===== src/rtl/add_round_key_pipe.sv =====
// Pipelined AddRoundKey: a round-key store plus a global-stall pipeline that XORs
// each accepted state block with the key selected by its round index.
module add_round_key_pipe #(
    parameter  int DATA_WIDTH = 128,
    parameter  int NUM_KEYS   = 15,
    parameter  int LATENCY    = 2,
    localparam int IDX_WIDTH  = $clog2(NUM_KEYS)
) (
    input  logic                  clock,
    input  logic                  reset,
    input  logic                  key_we,
    input  logic [IDX_WIDTH-1:0]  key_idx,
    input  logic [DATA_WIDTH-1:0] key_data,
    input  logic                  in_valid,
    output logic                  in_ready,
    input  logic [DATA_WIDTH-1:0] in_data,
    input  logic [IDX_WIDTH-1:0]  in_round,
    output logic                  out_valid,
    input  logic                  out_ready,
    output logic [DATA_WIDTH-1:0] out_data,
    output logic [IDX_WIDTH-1:0]  out_round,
    output logic                  out_err
);

    typedef struct packed {
        logic                  err;
        logic [IDX_WIDTH-1:0]  round;
        logic [DATA_WIDTH-1:0] data;
    } blk_t;

    logic [NUM_KEYS-1:0][DATA_WIDTH-1:0] key_q;
    logic [NUM_KEYS-1:0]                 key_vld_q;
    logic [LATENCY:1]                    vld_pipe_q;
    blk_t [LATENCY:1]                    blk_q;
    blk_t                                blk_d;
    logic [DATA_WIDTH-1:0]               key_sel;
    logic                                key_hit;
    logic                                stall;

    assign stall    = vld_pipe_q[LATENCY] && !out_ready;
    assign in_ready = !stall;

    // Out-of-range indices match no entry, so they fall out as a miss.
    always_comb begin
        key_sel = '0;
        key_hit = 1'b0;
        for (int k = 0; k < NUM_KEYS; k++) begin
            if (in_round == IDX_WIDTH'(k)) begin
                key_sel = key_q[k];
                key_hit = key_vld_q[k];
            end
        end
    end

    always_comb begin
        blk_d.err   = !key_hit;
        blk_d.round = in_round;
        blk_d.data  = key_hit ? (in_data ^ key_sel) : in_data;
    end

    // Key contents survive reset; only the valid bitmap is cleared.
    always_ff @(posedge clock) begin
        for (int k = 0; k < NUM_KEYS; k++) begin
            if (key_we && key_idx == IDX_WIDTH'(k)) begin
                key_q[k] <= key_data;
            end
        end
    end

    always_ff @(posedge clock) begin
        if (reset) begin
            key_vld_q <= '0;
        end else begin
            for (int k = 0; k < NUM_KEYS; k++) begin
                if (key_we && key_idx == IDX_WIDTH'(k)) begin
                    key_vld_q[k] <= 1'b1;
                end
            end
        end
    end

    // Global stall: every stage holds together; data regs only load behind a valid.
    always_ff @(posedge clock) begin
        if (reset) begin
            vld_pipe_q <= '0;
            blk_q      <= '0;
        end else if (!stall) begin
            vld_pipe_q[1] <= in_valid;
            if (in_valid) begin
                blk_q[1] <= blk_d;
            end
            for (int s = 2; s <= LATENCY; s++) begin
                vld_pipe_q[s] <= vld_pipe_q[s-1];
                if (vld_pipe_q[s-1]) begin
                    blk_q[s] <= blk_q[s-1];
                end
            end
        end
    end

    assign out_valid = vld_pipe_q[LATENCY];
    assign out_data  = blk_q[LATENCY].data;
    assign out_round = blk_q[LATENCY].round;
    assign out_err   = blk_q[LATENCY].err;

endmodule


===== config.mk =====
export PLATFORM = sky130hd
export DESIGN_NAME = add_round_key_pipe
export DESIGN_NICKNAME = d
export VERILOG_FILES = /design/src/rtl/add_round_key_pipe.sv
export SDC_FILE = /design/constraint.sdc
export NUM_CORES = 2
export LEC_CHECK = 0
export BUFFER_PORTS_ARGS = -buffer_cell sky130_fd_sc_hd__buf_2
export CAP_MARGIN = 20
export CORE_MARGIN = 2
export CORE_UTILIZATION = 50
export CTS_CLUSTER_DIAMETER = 80
export CTS_CLUSTER_SIZE = 24
export DETAILED_ROUTE_END_ITERATION = 10
export PLACE_DENSITY = 0.69
export SLEW_MARGIN = 20
export SYNTH_ARGS = -nofsm -noshare
export SYNTH_HDL_FRONTEND = slang
export SYNTH_SLANG_ARGS = --single-unit

===== constraint.sdc =====
create_clock -name clock -period 12.6 [get_ports clock]
set_input_delay 0.63 -clock clock [delete_from_list [all_inputs] [get_ports clock]]
set_output_delay 0.63 -clock clock [all_outputs]
set_load 0.03 [all_outputs]

==> flow_metrics.env <==
export IMPL_status="finished clean"
export IMPL_post_synth_main_area_contributors="edfxtp_1, dfxtp_1, a21oi_1"
export IMPL_max_slew_margin_rel_pct=16.0
export IMPL_wl_per_cell_um=30.2
export IMPL_worst_setup_path_end_kind="register"
export IMPL_route_antenna_remaining_nets=0
export IMPL_clk_path_buf_depth=3
export IMPL_timing_rr_end="blk_q[131]"
export IMPL_die_h_um=427
export IMPL_power_density_mw_per_mm2=141
export IMPL_fmaxAchievable_mhz=212
export IMPL_crit_arrival_ps=5450
export IMPL_first_global_vias=56800
export IMPL_instance_count_of_the_mapped_netlist=6580
export IMPL_mappedNetlistArea_mm2=0.0894
export IMPL_worst_hold_path_num_cells=3
export IMPL_timing_final_max_slew_violations=0
export IMPL_grt_pass1_wl_um=391000
export IMPL_hold_worst_slack_ps=108
export IMPL_dominantRegCellSynth="edfxtp_1"
export IMPL_share_comb_of_total_power_pct=8.3
export IMPL_tritoncts="yes"
export IMPL_area_growth_synth_to_final_pct=7.58
export IMPL_synth_largest_area_cell="edfxtp_1"
export IMPL_timing_final_hold_violations=0
export IMPL_fillCellCount=14400
export IMPL_r2r_start="vld_pipe_q[2]"
export IMPL_fraction_of_registers_with_async_set_or_reset_after_synthesis_pct=0
export IMPL_start_kind="input port"
export IMPL_yosysMostFrequentCell="edfxtp_1"
export IMPL_clock_power_share_pct=31.2
export IMPL_static_leakage_power_nw=31.3
export IMPL_synth_edff_count=1920
export IMPL_wl_met1_um=102000
export IMPL_fp_coreArea_mm2=0.178
export IMPL_post_detailed_placement_half_perimeter_wirelength_um=149000
export IMPL_clock_skew_final_ps=48.9
export IMPL_num_rows=155
export IMPL_routed_wirelength_um=273000
export IMPL_worst_ir_drop_vdd_mv=0.107
export IMPL_cts_hold_buffers_added=0
export IMPL_post_cts_setup_buffer_count=0
export IMPL_port_buffer_count=403
export IMPL_place_congestion=0.818
export IMPL_cp_data_required_time_ps=13320
export IMPL_rsz0062_at_grt="no"
export IMPL_dieWidth_um=427
export IMPL_clkLatencyLatePin_ps=810
export IMPL_sequential_element_share_of_the_synthesized_area_pct=70.9
export IMPL_syn_area_per_cell_um2=13.6
export IMPL_power_share_sequential_pct=60.5
export IMPL_ctsRootBufferMaster="clkbuf_16"
export IMPL_internal_power_w=0.0102
export IMPL_cts_num_sinks=2203
export IMPL_drive_gt1_share_pct=12.0
export IMPL_gr_total_overflow=0
export IMPL_hold_path_class="in2reg"
export IMPL_met3RoutedLength_um=26700
export IMPL_period_needed_ps=4720
export IMPL_total_switching_power_w=0.00327
export IMPL_critPathKind="in2reg"
export IMPL_drv_max_cap_violation_count=0
export IMPL_postSynthRegisterBits=2203
export IMPL_routed_via_density=6.55
export IMPL_worstSetupStartpoint="in_round[2]"
export IMPL_synthTopCellsByCount="edfxtp_1, nand2_1, a21oi_1, nor2_1, clkbuf_1"
export IMPL_htree_num_levels=3
export IMPL_yosysWarnings=0
export IMPL_rrSetupSlack_ps=8940
export IMPL_antenna_violations_before_repair=55
export IMPL_drc=0
export IMPL_yosysUniqueCellTypes=77
export IMPL_clkSlewWorstSetupHoldPaths_ps=90
export IMPL_power_w=0.0135
export IMPL_power_switching_fraction_pct=24.2
export IMPL_route_met2_wl_um=131000
export IMPL_worst_path_max_fanout=95
export IMPL_multi_input_comb_area_mm2=0.0231
export IMPL_drt_first_iter_violations=8279
export IMPL_ff_latch_area_mm2=0.0633
export IMPL_finish_net_count=6818
export IMPL_cts_buffers=112
export IMPL_pin_count=404
export IMPL_routed_via_count=59200
export IMPL_worst_reg2reg_path_length_in_cells=6
export IMPL_final_setup_fails=0
export IMPL_drt_pass1_iterations=7
export IMPL_floorplan_initialDensity_pct=50.2
export IMPL_timing_worst_slew_pin_value_ps=1260
export IMPL_share_of_the_synthesized_area_in_the_top_cell_type_pct=64.5
export IMPL_post_cts_resized=0
export IMPL_route_top_layer_used="met5"
export IMPL_tns_ps=0
export IMPL_crit_path_end="blk_q[40]"
export IMPL_postSynthNetCount=6849
export IMPL_grt_max_degree=165
export IMPL_period_share_pct=37.5
export IMPL_design_die_area_mm2=0.182
export IMPL_global_route_usage_total_pct=29.4
## state kept, by name (all words and copies together), names as in the netlist
| register | cells |
|---|---|
| key_q | 1920 |
| blk_q | 133 |
| out_data | 128 |
| key_vld_q | 15 |
| out_round | 4 |
| vld_pipe_q | 2 |
| out_err | 1 |
## layer usage
metal	vias up	track usage [%]
met4	18	14.1
met5	-	0
met1	29700	38.5
li1	25300	-
met2	3612	47.7
met3	607	5.01
## layout make-up
type,count,share of cell area (%)
Clock inverter,40,0.471
Clock buffer,172,3.27
Antenna cell,31,0.0807
Sequential cell,2203,65.9
Inverter,13,0.0690
Multi-Input combinational cell,3706,24.0
Timing Repair Buffer,513,3.15
Tap cell,2355,3.07
## critical path, stage by stage
cell,delay [ps]
buf_6,530
buf_12,560
and3b_4,430
o21ai_0,220
o31a_1,230
o2111ai_4,110
buf_4,290
a211oi_4,850
buf_4,810
o21ai_0,220
a311oi_1,280
## cells in the final DEF, fill, tap and decap left out, types with 31 or more instances in the layout
cell and count:
a222oi_1 57, nor3_1 92, nand4_1 31, edfxtp_1 1920
and3_1 52, buf_4 99, nor2b_1 71, o211ai_1 37
buf_2 398, or3_1 81, a31oi_1 32, a221o_1 62
a2bb2oi_1 131, and2_1 37, nor2_1 392, o221a_2 40
o22a_1 39, nand2_1 565, a21oi_1 449, a211o_1 31
o21ai_0 277, o21a_1 52, a22o_1 66, o22ai_1 127
clkbuf_1 52, nand2b_1 137, diode_2 31, o2111ai_1 76
dfxtp_1 283, nand3_1 124, clkbuf_16 116, mux2i_1 133
a22oi_1 81, a221oi_1 123
## cells by family after synthesis
family,count (synthesis),synth area share (%)
buffers and inverters,671,3.66
XOR/XNOR,1,0.0182
flip-flops,2203,70.9
multiplexers,152,1.82
AO/OA/AOI/OAI,1836,14.5
AND/OR/NAND/NOR,1717,9.14
## how the worst min path moves through the flow
stage	startpoint	endpoint
5_1_grt	in_data[48]	blk_q[48]
3_3_place_gp	blk_q[68]	blk_q[68]
2_1_floorplan	blk_q[0]	blk_q[0]
6_report	in_data[92]	blk_q[92]
3_5_place_dp	blk_q[68]	blk_q[68]
4_1_cts	in_data[48]	blk_q[48]
## power by group through the flow
stage	sequential, W	clock, W	combinational, W
after global placement	0.00834	0	0.00108
final	0.00818	0.00421	0.00113
after floorplan	0.00833	0	0.000660
after global routing	0.00819	0.00448	0.00119
after CTS	0.00818	0.00424	0.00111
after detailed placement	0.00834	0	0.00111
## metrics by stage
stage	util [%]	instances	cell area [um^2]	worst slack, ps
2_1_floorplan	-	6580	89400	1990
3_3_place_gp	51.9	8790	92400	7200
3_5_place_dp	51.9	8790	92400	7140
4_1_cts	53.9	9002	96000	7990
5_1_grt	54.0	9027	96100	7690
6_report	54.0	9033	96100	7880
Power figures use the tool's default switching activity.
